===== src/rtl/flt_operand_stream_tx.sv =====
// flt_operand_stream_tx: streams ROM test operands as AXI4-Stream beats with index in tuser
module flt_operand_stream_tx #(
  parameter int EXP_WIDTH   = 8,
  parameter int MAN_WIDTH   = 23,
  parameter int NUM_VECTORS = 10,
  localparam int W = 1 + EXP_WIDTH + MAN_WIDTH
) (
  input  logic         clk,
  input  logic         rst,
  input  logic         i_start,
  input  logic         i_loop_en,
  output logic         o_busy,
  output logic         o_done,
  output logic [3:0]   o_rom_addr,
  input  logic [W-1:0] i_rom_dout,
  output logic [W-1:0] o_m_axis_tdata,
  output logic         o_m_axis_tvalid,
  input  logic         i_m_axis_tready,
  output logic         o_m_axis_tlast,
  output logic [3:0]   o_m_axis_tuser
);
  typedef enum logic {S_IDLE, S_RUN} state_t;
  localparam logic [3:0] LAST = 4'(NUM_VECTORS - 1);
  state_t       r_state, w_state_nxt;
  logic [W-1:0] r_data [2];
  logic [3:0]   r_idx [2];
  logic         r_rd, r_wr, r_pend, r_exh, r_done;
  logic [1:0]   r_cnt, w_cred;
  logic [3:0]   r_issue_addr, r_rom_addr;
  logic         w_valid, w_pop, w_last, w_last_hs, w_stop, w_issue, w_start;
  assign w_valid   = r_cnt != 2'd0;
  assign w_pop     = w_valid & i_m_axis_tready;
  assign w_last    = r_idx[r_rd] == LAST;
  assign w_last_hs = w_pop & w_last;
  assign w_stop    = w_last_hs & ~i_loop_en;
  assign w_start   = (r_state == S_IDLE) & i_start;
  // credits freed by this cycle's pop are reusable at once, which keeps beats back-to-back
  assign w_cred    = r_cnt + {1'b0, r_pend} - {1'b0, w_pop};
  // reads for the next pass are issued ahead of the tlast handshake while looping;
  // a stop at that handshake flushes them
  assign w_issue   = (r_state == S_RUN) & ~r_exh & ~w_stop & (w_cred < 2'd2);
  assign o_rom_addr      = w_issue ? r_issue_addr : r_rom_addr;
  assign o_busy          = r_state == S_RUN;
  assign o_done          = r_done;
  assign o_m_axis_tvalid = w_valid;
  assign o_m_axis_tdata  = w_valid ? r_data[r_rd] : '0;
  assign o_m_axis_tuser  = w_valid ? r_idx[r_rd] : 4'd0;
  assign o_m_axis_tlast  = w_valid & w_last;
  // next state: start launches a pass, a non-looping tlast handshake ends it
  always_comb begin
    w_state_nxt = r_state;
    w_state_nxt = w_start ? S_RUN : (w_stop ? S_IDLE : r_state);
  end
  // state register and end-of-pass pulse
  always_ff @(posedge clk or posedge rst) begin
    if (rst) begin
      r_state <= S_IDLE;
      r_done  <= 1'b0;
    end else begin
      r_state <= w_state_nxt;
      r_done  <= w_stop;
    end
  end
  // fetch side: address counter, exhausted flag and the single in-flight read
  always_ff @(posedge clk or posedge rst) begin
    if (rst) begin
      r_issue_addr <= 4'd0;
      r_exh        <= 1'b0;
      r_pend       <= 1'b0;
      r_rom_addr   <= 4'd0;
    end else begin
      r_pend <= w_issue;
      if (w_start || (w_last_hs && r_exh)) begin
        r_issue_addr <= 4'd0;
        r_exh        <= 1'b0;
      end else if (w_issue) begin
        r_rom_addr   <= r_issue_addr;
        r_issue_addr <= (r_issue_addr == LAST) ? 4'd0 : r_issue_addr + 4'd1;
        r_exh        <= (r_issue_addr == LAST) & ~i_loop_en;
      end
    end
  end
  // two-entry output FIFO; a stop discards anything fetched for a next pass
  always_ff @(posedge clk or posedge rst) begin
    if (rst) begin
      r_cnt  <= 2'd0;
      r_rd   <= 1'b0;
      r_wr   <= 1'b0;
      r_data <= '{default: '0};
      r_idx  <= '{default: '0};
    end else if (w_stop) begin
      r_cnt <= 2'd0;
      r_rd  <= 1'b0;
      r_wr  <= 1'b0;
    end else begin
      if (r_pend) begin
        r_data[r_wr] <= i_rom_dout;
        r_idx[r_wr]  <= r_rom_addr;
        r_wr         <= ~r_wr;
      end
      if (w_pop) r_rd <= ~r_rd;
      r_cnt <= r_cnt + {1'b0, r_pend} - {1'b0, w_pop};
    end
  end
endmodule


===== config.mk =====
export PLATFORM = sky130hd
export DESIGN_NAME = flt_operand_stream_tx
export DESIGN_NICKNAME = d
export VERILOG_FILES = /design/src/rtl/flt_operand_stream_tx.sv
export SDC_FILE = /design/constraint.sdc
export NUM_CORES = 1
export LEC_CHECK = 0
export ABC_CLOCK_PERIOD_IN_PS = 3400
export CAP_MARGIN = 40
export CORE_ASPECT_RATIO = 0.6
export CORE_UTILIZATION = 35
export CTS_CLUSTER_DIAMETER = 40
export DETAILED_ROUTE_END_ITERATION = 16
export HOLD_SLACK_MARGIN = 0.12
export PLACE_DENSITY_LB_ADDON = 0.12
export SYNTH_ARGS = -nofsm -noshare
export SYNTH_HDL_FRONTEND = slang
export SYNTH_SLANG_ARGS = --single-unit

===== constraint.sdc =====
create_clock -name clk -period 3.4 [get_ports clk]
set_input_delay 0.68 -clock clk [delete_from_list [all_inputs] [get_ports clk]]
set_output_delay 0.68 -clock clk [all_outputs]
set_load 0.1 [all_outputs]

Word-level counts from Yosys, hierarchy flattened
Cells that the tools add are included.
{ "word_totals": {"reg_bits": 88, "rom_bits": 0, "mem_count": 0, "ramBits": 0, "in_bits": 37, "wordCells": 75, "latch_bits": 0} }
{ "classes": {"eq_ne": 2, "mul": 0, "div": 0, "add_sub_neg": 3, "n_shift": 0, "bitwise_logic": 17, "magnitude_cmp": 4, "muxes": 27, "n_reduce_logical": 9} }
{ "op_table": {"columns": ["op", "n"], "rows": [
  ["$mux W32", 5],
  ["$bwmux W64", 1],
  ["$mux W4", 9],
  ["$demux W32 S1", 1],
  ["$reduce_bool A2 Y1", 5],
  ["$and A1 B1 Y1", 9],
  ["$bwmux W8", 1],
  ["$eq A4 B4 Y1 const B", 2],
  ["$mux W1", 8],
  ["$not A1 Y1", 6],
  ["$add A4 B1 Y4 const B", 1],
  ["$demux W4 S1", 1],
  ["$ge A2 B2 Y1 const B", 2],
  ["$not A1 Y2", 2],
  ["$add A2 B1 Y2", 1],
  ["$logic_and A1 B1 Y1", 2],
  ["$lt A2 B1 Y1 const B", 1],
  ["$lt A2 B2 Y1 const B", 1],
  ["$mux W2", 1],
  ["$reduce_and A2 Y1", 1],
  ["$sub A2 B1 Y2", 1],
  ["$logic_or A1 B1 Y1", 1]
]} }

Depth between registers and ports, before layout
{ "logic_depth": {"word_depth": 12, "depth_mapped": 9, "depth_no_buf": 8} }

Worst setup path before layout
No wires, ideal clock.
{ "synth_timing": {"path_kind": "register -> output", "start": "register r_state (netlist: o_busy)", "end": "output port o_rom_addr[1]", "stages_incl_launch_ff": 5, "required_time_ns": 2.720, "n_path_buf": 0, "slack_ns": -0.139, "arrival_time_ns": 2.859, "cell_sequence": "dfrtp_1 -> nor2b_1 -> and3_1 -> nand2_2 -> o21ai_1"} }
{ "synth_between": {"elab_chain_cells": 4} }
{ "synth_rtl": {"columns": ["item", "line_no", "text"], "rows": [
  ["start: declaration", "24", "state_t r_state, w_state_nxt;"],
  ["start signal: assignment", "60", "r_state <= w_state_nxt;"],
  ["$and A1 B1 Y1 (3 in series)", "41", "assign w_issue = (r_state == S_RUN) & ~r_exh & ~w_stop & (w_cred < 2'd2);"],
  ["$mux W4", "42", "assign o_rom_addr = w_issue ? r_issue_addr : r_rom_addr;"],
  ["end: declaration", "14", "output logic [3:0] o_rom_addr,"]
]} }
Every way passes these cells.

Worst setup path after layout
{ "layout_timing": {"start": "register r_rd", "end": "output port o_rom_addr[1]"} }
{ "layout_between": {"elab_chain_cells": 11} }
{ "layout_rtl": {"columns": ["item", "line_no", "text"], "rows": [
  ["start: declaration", "27", "logic r_rd, r_wr, r_pend, r_exh, r_done;"],
  ["start signal: assignment", "101", "if (w_pop) r_rd <= ~r_rd;"],
  ["$not A1 Y2 (implied by the code)", "33", "assign w_last = r_idx[r_rd] == LAST;"],
  ["$mux W4 (implied by the code) (3 in series)", "33", null],
  ["$eq A4 B4 Y1", "33", null],
  ["$and A1 B1 Y1", "34", "assign w_last_hs = w_pop & w_last;"],
  ["$and A1 B1 Y1", "35", "assign w_stop = w_last_hs & ~i_loop_en;"],
  ["via w_stop", "30", "logic w_valid, w_pop, w_last, w_last_hs, w_stop, w_issue, w_start;"],
  ["$not A1 Y1 (no line)", null, null],
  ["$and A1 B1 Y1 (2 in series)", "41", null],
  ["$mux W4", "42", null]
]} }
The timed path passes the listed nets, and every way through them passes these cells. The select of a mux whose other input is x is not followed.

==> impl_metrics.toml <==
[floorplanning]
die_h_um = 86.0
initial_core_util = 0.362
fp.dieArea_mm2 = 0.0122
core_mm2 = 0.0114
chipWidth_um = 142
rows = 30
ios = 81

[sta]
fin_crit_ns = 3.12
clock_skew_ns = 0.00564
setup-violations-final = 0
slew_violations = 0
fin_ws_ns = 0.281
rsz0062_at_grt = "false"
period_share = 0.917
hold_ws_ns = 0.488
clock.fmax_ghz = 0.321
relSlewSlack = 0.504
worstMarginPinSlew_ns = 0.743
hold_viol_final = 0

[synthesis]
syn-num-nets = 356
ys_ff_latch = 88
syn_area_mm2 = 0.00411
ys_types = 38
yosysWarnings = 0
synth.avg_cell_area_um2 = 13.0
yosysSeqAreaShare = 0.535
syn_inst = 316

[grt]
grt_use_met3 = 0.0536
grt_busiest_layer = "met2"
gr-usage-met1 = 0.213
track_usage = 0.154
grt_max_degree = 43
grt_pass1_vias = 2681
grt_remaining_overflow = 0
use_met2 = 0.224
grt_antenna_before_repair = 0
grt_pass1_wl_um = 14100

[routing]
viasPerCell = 4.73
drt-initial-drc-count = 113
drt_pass1_iterations = 4
wl_per_cell_um = 15.0
vias = 2681
wirelength_um = 8480
route.detailed.drc = 0
ant_nets = 0

[worst_hold_path]
hold_depth = 1
holdPathEnd = "r_data[58]"
hp-class = "reg -> reg"
holdCritStartpoint = "r_data[58]"

[clock_network]
post_cts_buffers = 0
clk_pin_slew_ns = 0.06
clock_latency_ns = 0.34
cts_tree = "yes"
cts_max_level = 3
clock_sinks = 88
cts_buffers = 9
clock-root-buffer = "clkbuf_16"
clockBufferDepth = 2

[finish]
num-nets-final = 442
design_area_mm2 = 0.00537
diodes = 0
syn_to_final_growth_pct = 30.7
drive_gt1_frac = 0.216
utilization = 0.472
nFillCells = 1014

[setup_path]
r2r_setup_slack_ns = 0.85
r2r_cells = 6
r2r_start = "r_rd"
slowest_delay_ns = 0.59
start_kind = "register"
path_cells = "nor4b_2, nand2_1, a211o_1, buf_4, inv_2, o21ai_1, o21ai_2, buf_12"
crit_slowest_cell = "dfrtp_2"
crit_type = "reg -> out"
cp.required_ns = 2.72
timing.rr.end = "r_data[31]"
crit_arrival_ns = 2.44
endpoint_kind = "primary output"
crit_fanout = 17

[placed_design]
pre_cts_ws_ns = -0.0828
gp_congestion = 0.780
io_buffers = 80
dp_hpwl_um = 5750
placed_cell_area_mm2 = 0.00505

[run_status]
status = "finished clean"

[flow_run]
drv_cap = 0
[cell usage after synthesis]
library cell / number / area [µm²]
buf_1: 2 / 7.51
nor2b_1: 4 / 25.0
inv_1: 3 / 11.3
a31oi_1: 1 / 6.26
a22o_1: 2 / 17.5
o21ai_0: 1 / 5.00
and3_1: 1 / 6.26
or2_2: 1 / 6.26
mux2_1: 78 / 878
buf_6: 5 / 56.3
a21o_1: 3 / 22.5
nor2_1: 44 / 165
nand3b_1: 1 / 7.51
a211o_1: 1 / 8.76
o21ai_1: 4 / 20.0
or4_1: 1 / 7.51
ha_1: 3 / 37.5
nor4b_2: 1 / 15.0
nand3b_2: 1 / 11.3
nor3_1: 2 / 10.0
nand4_1: 1 / 6.26
clkbuf_1: 5 / 18.8
a221o_1: 1 / 10.0
xor2_1: 1 / 8.76
buf_8: 3 / 45.0
nand2_1: 4 / 15.0
nand2_2: 1 / 6.26
a221oi_2: 1 / 15.0
nand3_1: 2 / 10.0
inv_2: 3 / 11.3
dfrtp_1: 88 / 2200
nand3_4: 1 / 17.5
or3_1: 1 / 6.26
a21oi_1: 4 / 20.0
xnor2_1: 1 / 8.76
mux2i_1: 37 / 370
and2_1: 1 / 6.26
buf_2: 2 / 10.0
[layout make-up]
| cell class | instances | area (µm²) | area share |
|---|---|---|---|
| clock inverters | 6 | 67.6 | 0.0126 |
| well taps | 160 | 200 | 0.0373 |
| flip-flops and latches | 88 | 2200 | 0.410 |
| clock buffers | 10 | 239 | 0.0445 |
| repair buffers | 92 | 868 | 0.162 |
| inverters | 6 | 23.8 | 0.00442 |
| multi-input cells | 205 | 1770 | 0.330 |
[registers in the layout, indices dropped and copies added (netlist names)]
| name | count |
|---|---|
| o_busy | 1 |
| o_done | 1 |
| r_cnt | 2 |
| r_data | 64 |
| r_exh | 1 |
| r_idx | 8 |
| r_issue_addr | 4 |
| r_pend | 1 |
| r_rd | 1 |
| r_rom_addr | 4 |
| r_wr | 1 |
[worst max path at each step]
stage	startpoint	to	slack, ns	cells past startpoint
after global placement	i_m_axis_tready	o_rom_addr[2]	-0.08	10
after detailed placement	i_m_axis_tready	o_rom_addr[2]	-0.08	9
after global routing	r_rd	o_rom_addr[1]	0.16	8
final	r_rd	o_rom_addr[1]	0.28	8
after CTS	i_m_axis_tready	o_rom_addr[3]	0.001	8
after floorplan	r_rd	o_m_axis_tdata[15]	0.16	5
[critical path, delay by kind of cell (launching register included)]
family,cells,cell delay [ns]
AO/OA/AOI/OAI,3,0.54
buffers and inverters,3,0.51
flip-flops,1,0.59
AND/OR/NAND/NOR,2,0.46
[cells by family (layout without fill, tap and decap cells)]
kind of cell	count (synthesis)	count (layout)	synth area share
AO/OA/AOI/OAI	18	18	0.0304
XOR/XNOR	2	2	0.00426
multiplexers	115	115	0.304
AND/OR/NAND/NOR	67	67	0.0782
flip-flops	88	88	0.535
adder cells (fa/ha/maj)	3	3	0.00913
buffers and inverters	23	114	0.0389
[metal layers]
layer,vias to the layer above,share of wire
li1,1280,-
met1,1328,0.49
met2,62,0.43
met3,11,0.062
met4,0,0.012
met5,-,0
[stage by stage]
step / TNS (ns) / std cells
after floorplan: 0 / 316
after global placement: -0.156 / 550
after detailed placement: -0.171 / 551
after CTS: 0 / 567
after global routing: 0 / 567
final: 0 / 567
[timing repair]
item / in CTS / in global routing
gates resized for setup: 4 / 1
endpoints found under the setup margin: 3 / 3
hold buffers: 0 / 0
[layout by cell type (no fill, tap or decap), types with 4 or more instances in the layout]
cell,count
dfrtp_1,87
mux2_1,76
buf_4,48
nor2_1,43
mux2i_1,37
clkdlybuf4s50_1,36
clkbuf_16,9
buf_12,6
nand2_1,4
nor2b_1,4
a21oi_1,4
Power is left out: the tool's default activity adds up to more than one toggle a clock period on the data nets, which glitch-free logic cannot reach.
